**src/rtl/select_data_wb.sv**
```systemverilog
// Writeback data selector: picks the AU, MUL or LSU result by a one-hot select.
// It registers the chosen data, destination index, write enable and a multi-hot conflict flag.
module select_data_wb #(
  parameter int XLEN       = 32,
  parameter int REG_ADDR_W = 5
) (
  input  logic                  clk,
  input  logic                  rst,
  input  logic [XLEN-1:0]       au_result,
  input  logic [XLEN-1:0]       mul_result,
  input  logic [XLEN-1:0]       lsu_result,
  input  logic [2:0]            select,
  input  logic [REG_ADDR_W-1:0] rd_in,
  output logic [XLEN-1:0]       result,
  output logic [REG_ADDR_W-1:0] wb_rd,
  output logic                  wb_en,
  output logic                  sel_conflict
);

  // True when two or more of the three select bits are set.
  function automatic logic multi_hot3(input logic [2:0] sel);
    return (sel[0] & sel[1]) | (sel[0] & sel[2]) | (sel[1] & sel[2]);
  endfunction

  logic [XLEN-1:0]       sel_data_s;
  logic [REG_ADDR_W-1:0] sel_rd_s;
  logic                  sel_en_s;
  logic                  sel_conflict_s;

  // Source choice with fixed priority LSU > MUL > AU; an empty select yields no writeback.
  always_comb begin
    sel_data_s     = {XLEN{1'b0}};
    sel_rd_s       = {REG_ADDR_W{1'b0}};
    sel_en_s       = 1'b0;
    sel_conflict_s = multi_hot3(select);
    if (select[2]) begin
      sel_data_s = lsu_result;
    end else if (select[1]) begin
      sel_data_s = mul_result;
    end else if (select[0]) begin
      sel_data_s = au_result;
    end else begin
      sel_data_s = {XLEN{1'b0}};
    end
    // x0 writes keep data and index visible but never assert the write enable.
    if (select != 3'b000) begin
      sel_rd_s = rd_in;
      sel_en_s = (rd_in != {REG_ADDR_W{1'b0}});
    end else begin
      sel_rd_s = {REG_ADDR_W{1'b0}};
      sel_en_s = 1'b0;
    end
  end

  // Output register; reset overrides any select value.
  always_ff @(posedge clk) begin
    if (rst) begin
      result       <= {XLEN{1'b0}};
      wb_rd        <= {REG_ADDR_W{1'b0}};
      wb_en        <= 1'b0;
      sel_conflict <= 1'b0;
    end else begin
      result       <= sel_data_s;
      wb_rd        <= sel_rd_s;
      wb_en        <= sel_en_s;
      sel_conflict <= sel_conflict_s;
    end
  end

endmodule

```
**config.mk**
```make
export PLATFORM = sky130hd
export DESIGN_NAME = select_data_wb
export DESIGN_NICKNAME = d
export VERILOG_FILES = /design/src/rtl/select_data_wb.sv
export SDC_FILE = /design/constraint.sdc
export NUM_CORES = 1
export LEC_CHECK = 0
export ABC_AREA = 1
export ABC_CLOCK_PERIOD_IN_PS = 1100
export CAP_MARGIN = 20
export CORE_ASPECT_RATIO = 0.5
export CORE_MARGIN = 1
export CORE_UTILIZATION = 34
export DETAILED_ROUTE_END_ITERATION = 7
export PLACE_DENSITY = 0.77
export SLEW_MARGIN = 20
export SYNTH_ARGS = -nofsm -noshare
export SYNTH_HDL_FRONTEND = slang
export SYNTH_SLANG_ARGS = --single-unit
```
**constraint.sdc**
```tcl
create_clock -name clk -period 1.1 [get_ports clk]
set_input_delay 0.33 -clock clk [delete_from_list [all_inputs] [get_ports clk]]
set_output_delay 0.33 -clock clk [all_outputs]
set_load 0.005 [all_outputs]
```
==> Implementation_results.wiki, run 1 <==
{| class="wikitable"
! Metric !! Value
|-
| Outcome || finished, final reports clean
|-
| Placement row count || 18
|-
| Cell type group with the largest total delay on the critical path || flip-flops
|-
| Number of H-tree levels || 2
|-
| Post-synthesis cell area || 1920 sq um
|-
| Worst Slack Setup Final || 0.0276 ns
|-
| Die Outline Area || 5960 sq um
|-
| Remaining Overflow, GRT || 0
|-
| Share of the clock period used by the worst path || between 90% and 100%
|-
| Buffers and inverters on the worst path || 1
|-
| Antenna Violating Nets Remaining || 0
|-
| Post-placement cell area || 3370 sq um
|-
| Pwr dens || between 1000 and 1500 nW/um^2
|-
| Number of storage elements in the synthesis netlist || 39
|-
| Element type at the critical path start || flop
|-
| Switching Share || 23.1%
|-
| List of cells traversed by the critical path || buf_2
|-
| Largest stage delay, worst path || 0.32 ns
|-
| Arrival @ worst endpoint || 0.74 ns
|-
| Setup repair after global routing missed its margin || false
|-
| Fill cell count || 453
|-
| Initial Util || 37.1%
|-
| Pin count of the biggest net entering global routing || 45
|-
| Area fraction in and, or, nand and nor cells after synthesis || around two fifths
|-
| Crit Path Max Fanout || 1
|-
| Top-Level Pins || between 100 and 150
|-
| Vert. Die Dim || 55.1 um
|-
| Kind of critical path || reg2out
|-
| Startpoint of the worst hold path || select[2]
|-
| Type of destination of the critical path || output pin
|-
| Lkg Pwr || 0.00163 uW
|-
| Initial antenna violation count || 0
|-
| Number of global-route vias before repair || 2200
|-
| Cell count along the critical path || 1
|-
| Final-stage net count || 553
|-
| Max-cap violations || 0
|-
| Max-slew violation count || 0
|-
| Overall fraction of global-route tracks in use || 21.9%
|-
| Clock buffer depth || 2
|-
| Post-Synth XOR/XNOR Area || 0%
|-
| Routed wirelength normalized by instance count || 12.9 um
|-
| Tightest slew margin relative to the limit || between 80% and 90%
|-
| Worst Hold Path EP || sel_conflict
|-
| Vias || 2342
|-
| Final setup viols || 0
|-
| Via density per instance || around 4.5
|-
| Sequential power share || 39.4%
|-
| Area of combinational cells with multiple inputs || ~950 sq um
|-
| Post-layout minimum cycle time || 1.07 ns
|-
| CTS clk-pin slew, worst paths || 0.08 ns
|-
| Internal portion of total power || 3000 uW
|-
| Placement Setup Slack || -0.501 ns
|-
| Sequential cell area || 791 sq um
|-
| Min-Delay Path Class || in2reg
|-
| Synth Area in Compound Gates || approximately 9%
|-
| Mapped Avg Cell Area || 6.24 sq um
|-
| Proportion of power drawn by the clock network || 36.3%
|-
| Switching power of the nets || 899 uW
|-
| Multiplexer share of the synthesized area || 0%
|-
| Number of cells produced by synthesis || 307
|-
| Final non-filler cell area || around 3400 sq um
|-
| Max rail drop VDD || 0.695 mV
|-
| Cts-stage hold buffer count || 0
|-
| Share of layout cells above drive strength 1 || 15.4%
|-
| Required time of the critical path || 0.77 ns
|-
| Routed WL || 6680 um
|-
| Final weighted congestion in routability-driven placement || ~0.76
|-
| Number of warnings reported in the yosys synthesis log || 0
|-
| Remaining design rule violation count || 0
|-
| CTS tree || built
|-
| Post-DP HPWL || between 4000 and 5000 um
|-
| Final hold violation count || 0
|-
| 1st-pass router iterations || 4
|-
| Net count after synthesis || 413
|-
| Wire length of the first global-routing pass || 9980 um
|-
| Achievable clock frequency || 0.933 GHz
|-
| Sum of negative setup slack || 0 ns
|-
| CP max-delay cell || dfxtp_2
|-
| Area share of fa/ha/maj cells after synthesis || 0%
|-
| Area of the core || 5160 sq um
|-
| Count of input and output buffers || 144
|-
| Combinational Power Share || between 20% and 30%
|-
| Sequential fraction of the synthesis area || 40.8%
|-
| Total inserted antenna cells || 0
|-
| Least-Margin Pin Slew || 0.262 ns
|-
| Post-route total power || ~4000 uW
|-
| CTS sink cnt || 39
|-
| Die Span X || 108 um
|-
| Main combinational cell family by area after synthesis || simple AND/OR/NAND/NOR gates
|-
| Library cell used as clock root buffer || clkbuf_8
|-
| Min-Delay Path Depth || 3
|-
| Number of distinct standard cells referenced by the synthesized netlist || 13
|-
| TritonCTS Buffers || 5
|-
| Syn-to-layout area delta || 79.7%
|-
| Detailed Route Iter0 Violations || 102
|}
## kinds of logic (layout without fill, tap and decap cells)
kind of cell           count (synthesis)  count (layout)
AND/OR/NAND/NOR                      206             206
flip-flops                            39              39
AO/OA/AOI/OAI                         34              34
buffers and inverters                 28             169
## flip-flops by register name (all words and copies together), names as in the netlist
name          flops
wb_rd             5
sel_conflict      1
result           32
wb_en             1
## how the worst max path moves through the flow
stage / startpoint / to
global placement: rst / result[28]
CTS: rst / result[24]
floorplan: select[0] / result[23]
finish: result[24] / result[24]
global route: result[24] / result[24]
detailed placement: rst / result[28]
## power by group through the flow
stage / clock network (uW) / logic [uW] / registers (uW)
floorplan: 0 / 342 / 1580
global placement: 0 / 956 / 1570
detailed placement: 0 / 978 / 1570
CTS: 1430 / 933 / 1540
global route: 1490 / 1040 / 1550
finish: 1410 / 947 / 1540
## timing repair
item	CTS	global route
cloned	2	1
buffers inserted	1	0
setup endpoints to repair	78	13
resized for setup	172	3
hold endpoints to repair	0	0
## placed cells by master (no fill, tap or decap), drive strengths merged
| cell | instances |
|---|---|
| clkbuf | 6 |
| dlymetal6s2s | 1 |
| buf | 47 |
| nor2 | 106 |
| o21ai | 33 |
| bufbuf | 2 |
| clkdlybuf4s50 | 101 |
| nand2 | 100 |
| dlygate4sd2 | 2 |
| a21oi | 1 |
| bufinv | 3 |
| inv | 7 |
| dfxtp | 39 |
## routing by layer
layer	vias up	global-route usage, %	routed length (um)
li1	1213	-	-
met1	1053	23.4	2650
met2	70	45.6	3620
met3	6	4.80	329
met4	0	5.25	79
met5	-	0	0
## synthesized netlist by cell type
cell | n | area [sq um]
o21ai_1 | 25 | 125
buf_6 | 7 | 78.8
clkbuf_1 | 3 | 11.3
o21ai_0 | 8 | 40.0
nor2_1 | 106 | 398
buf_2 | 4 | 20.0
inv_1 | 5 | 18.8
dfxtp_1 | 39 | 781
buf_4 | 7 | 52.6
nand2_1 | 99 | 372
inv_2 | 2 | 7.51
nand2_2 | 1 | 6.26
a21oi_1 | 1 | 5.00
## area by class of cell
type,instances,share of cell area (%)
Timing Repair Buffer,153,41.3
Multi-Input combinational cell,240,27.6
Sequential cell,39,23.0
Clock buffer,6,2.11
Clock inverter,2,1.74
Inverter,7,1.53
Tap cell,70,2.54
Timing Repair inverter,1,0.254
## through the flow
step / cells / util (%) / hold WS [ns]
2_1_floorplan: 307 / - / 0.442
3_5_place_dp: 506 / 65.4 / 0.808
4_1_cts: 517 / 66.1 / 0.437
5_1_grt: 518 / 66.7 / 0.458
3_3_place_gp: 506 / 65.4 / 0.796
6_report: 518 / 66.7 / 0.432
No activity file was read; power rests on OpenSTA's default activity.
==> inputs of run 2 (changes only) <==
- SKIP_LAST_GASP: default -> 1
==> results of run 2 <==
Same layout as run 1: the final DEF is identical, and so are final timing and power.
==> inputs of run 3 (changes only) <==
- CAP_MARGIN: 20 -> 5
- CORE_MARGIN: 1 -> 2
==> run 3 against run 2 <==
Worst setup slack better by 0.033 ns. Maximum frequency up 3.2%. Critical path depth unchanged.
==> Implementation_results.wiki, run 3 (synthesis gave the netlist of run 1 again) <==
{| class="wikitable"
! Metric !! Value
|-
| Outcome || finished, final reports clean
|-
| Pin count of the biggest net entering global routing || 30
|-
| Antenna Violating Nets Remaining || 0
|-
| Sequential power share || 36.6%
|-
| Via density per instance || 4.43
|-
| Lkg Pwr || approximately 0.0017 uW
|-
| Proportion of power drawn by the clock network || between 40% and 50%
|-
| Syn-to-layout area delta || 81.9%
|-
| Final hold violation count || 0
|-
| Final non-filler cell area || 3480 sq um
|-
| Placement row count || 19
|-
| Vert. Die Dim || roughly 57 um
|-
| Max rail drop VDD || about 0.8 mV
|-
| Area of the core || between 5000 and 6000 sq um
|-
| Post-DP HPWL || 4750 um
|-
| Detailed Route Iter0 Violations || 89
|-
| Largest stage delay, worst path || 0.31 ns
|-
| Final weighted congestion in routability-driven placement || 0.831
|-
| Wire length of the first global-routing pass || roughly 10000 um
|-
| Switching Share || 23.3%
|-
| TritonCTS Buffers || 5
|-
| Die Span X || 110 um
|-
| CTS tree || built
|-
| Library cell used as clock root buffer || clkbuf_16
|-
| Clock buffer depth || 2
|-
| Number of global-route vias before repair || about 2200
|-
| Die Outline Area || 6290 sq um
|-
| Routed WL || about 6500 um
|-
| Max reg flops || 32
|-
| Remaining design rule violation count || 0
|-
| Pwr dens || 1200 nW/um^2
|-
| Count of input and output buffers || ~140
|-
| Share of the clock period used by the worst path || about 94%
|-
| Internal portion of total power || 3220 uW
|-
| Overall fraction of global-route tracks in use || 21.2%
|-
| Buffers and inverters on the worst path || 1
|-
| CP max-delay cell || dfxtp_2
|-
| Cts-stage hold buffer count || 0
|-
| Type of destination of the critical path || output pin
|-
| Remaining Overflow, GRT || 0
|-
| Total inserted antenna cells || 0
|-
| Post-route total power || 4200 uW
|-
| Arrival @ worst endpoint || 0.71 ns
|-
| Biggest register || result
|-
| Final hold slack || 0.489 ns
|-
| Number of H-tree levels || 2
|-
| Max-slew violation count || 0
|-
| Post-placement cell area || 3450 sq um
|-
| Registers with the most flip-flops || result x32, wb_rd x5
|-
| Element type at the critical path start || flop
|-
| Setup repair after global routing missed its margin || false
|-
| Min-Delay Path Class || in2reg
|-
| Fill cell count || 508
|-
| CTS clk-pin slew, worst paths || 0.06 ns
|-
| List of cells traversed by the critical path || buf_2
|-
| Combinational Power Share || between 20% and 30%
|-
| Final-stage net count || around 560
|-
| CTS sink cnt || 39
|-
| Crit Path Max Fanout || 1
|-
| Required time of the critical path || 0.77 ns
|-
| Vias || roughly 2300
|-
| Max-cap violations || 0
|-
| Achievable clock frequency || 0.963 GHz
|-
| Routed wirelength normalized by instance count || between 10 and 15 um
|-
| Initial antenna violation count || 0
|-
| Share of layout cells above drive strength 1 || 15.0%
|-
| Top library cells by usage in the layout, fill and taps aside || 106 x nor2_1, 102 x clkdlybuf4s50_1, 99 x nand2_1
|-
| Kind of critical path || reg2out
|-
| Post-layout minimum cycle time || 1.04 ns
|-
| 1st-pass router iterations || 4
|-
| Commonest non-fill, non-tap cell in the layout || nor2_1
|-
| Final setup viols || 0
|-
| Post-CTS Setup Inserts || 0
|-
| Switching power of the nets || slightly below 1000 uW
|-
| Initial Util || 35.0%
|-
| Tightest slew margin relative to the limit || 84.8%
|-
| Least-Margin Pin Slew || 0.228 ns
|-
| Cell type group with the largest total delay on the critical path || flip-flops
|-
| Top-Level Pins || 145
|}
==> run 3: final cells by class <==
class | count | area (sq um) | share of cell area (%)
flip-flops and latches | 39 | 785 | 22.5
repair buffers | 158 | 1460 | 42.0
clock inverters | 2 | 35.0 | 1.01
clock buffers | 6 | 139 | 3.99
well taps | 73 | 91.3 | 2.62
inverters | 7 | 26.3 | 0.754
multi-input cells | 240 | 946 | 27.1
==> run 3: worst paths after layout <==
path	startpoint	to	slack, ns	cells after the start
setup / recovery	wb_rd[0]	wb_rd[0]	0.06	1
hold / removal	select[2]	sel_conflict	0.49	3
==> run 3: what timing repair did <==
item                                   in CTS  in global routing
setup endpoints to repair                  74                  2
resized for setup                         170                  3
pin swaps                                   0                  0
endpoints found under the hold margin       0                  0
cloned                                      1                  0
==> run 3: per-layer routing <==
| metal | global-route usage (%) | up-vias | share of wire (%) | wire (um) |
|---|---|---|---|---|
| met2 | 37.7 | 57 | 51 | 3300 |
| met5 | 0 | - | 0 | 0 |
| met3 | 5.03 | 13 | 4.8 | 316 |
| met4 | 6.96 | 0 | 1.9 | 125 |
| met1 | 25.3 | 1035 | 43 | 2780 |
| li1 | - | 1222 | - | - |
==> run 3: metrics by stage <==
step           setup WS, ns  std cells  TNS (ns)  util [%]
6_report             0.0611        525         0      63.7
5_1_grt              0.0340        525         0      63.7
4_1_cts             -0.0512        525   -0.0512      63.8
3_5_place_dp         -0.401        516    -13.87      63.2
3_3_place_gp         -0.355        516    -12.92      63.2
2_1_floorplan         0.173        307         0         -
==> run 3: power groups by stage <==
stage / registers [uW] / clock network, uW / logic, uW
2_1_floorplan: 1580 / 0 / 342
3_3_place_gp: 1570 / 0 / 996
3_5_place_dp: 1570 / 0 / 1000
4_1_cts: 1530 / 1730 / 946
5_1_grt: 1540 / 1800 / 1030
6_report: 1530 / 1720 / 943
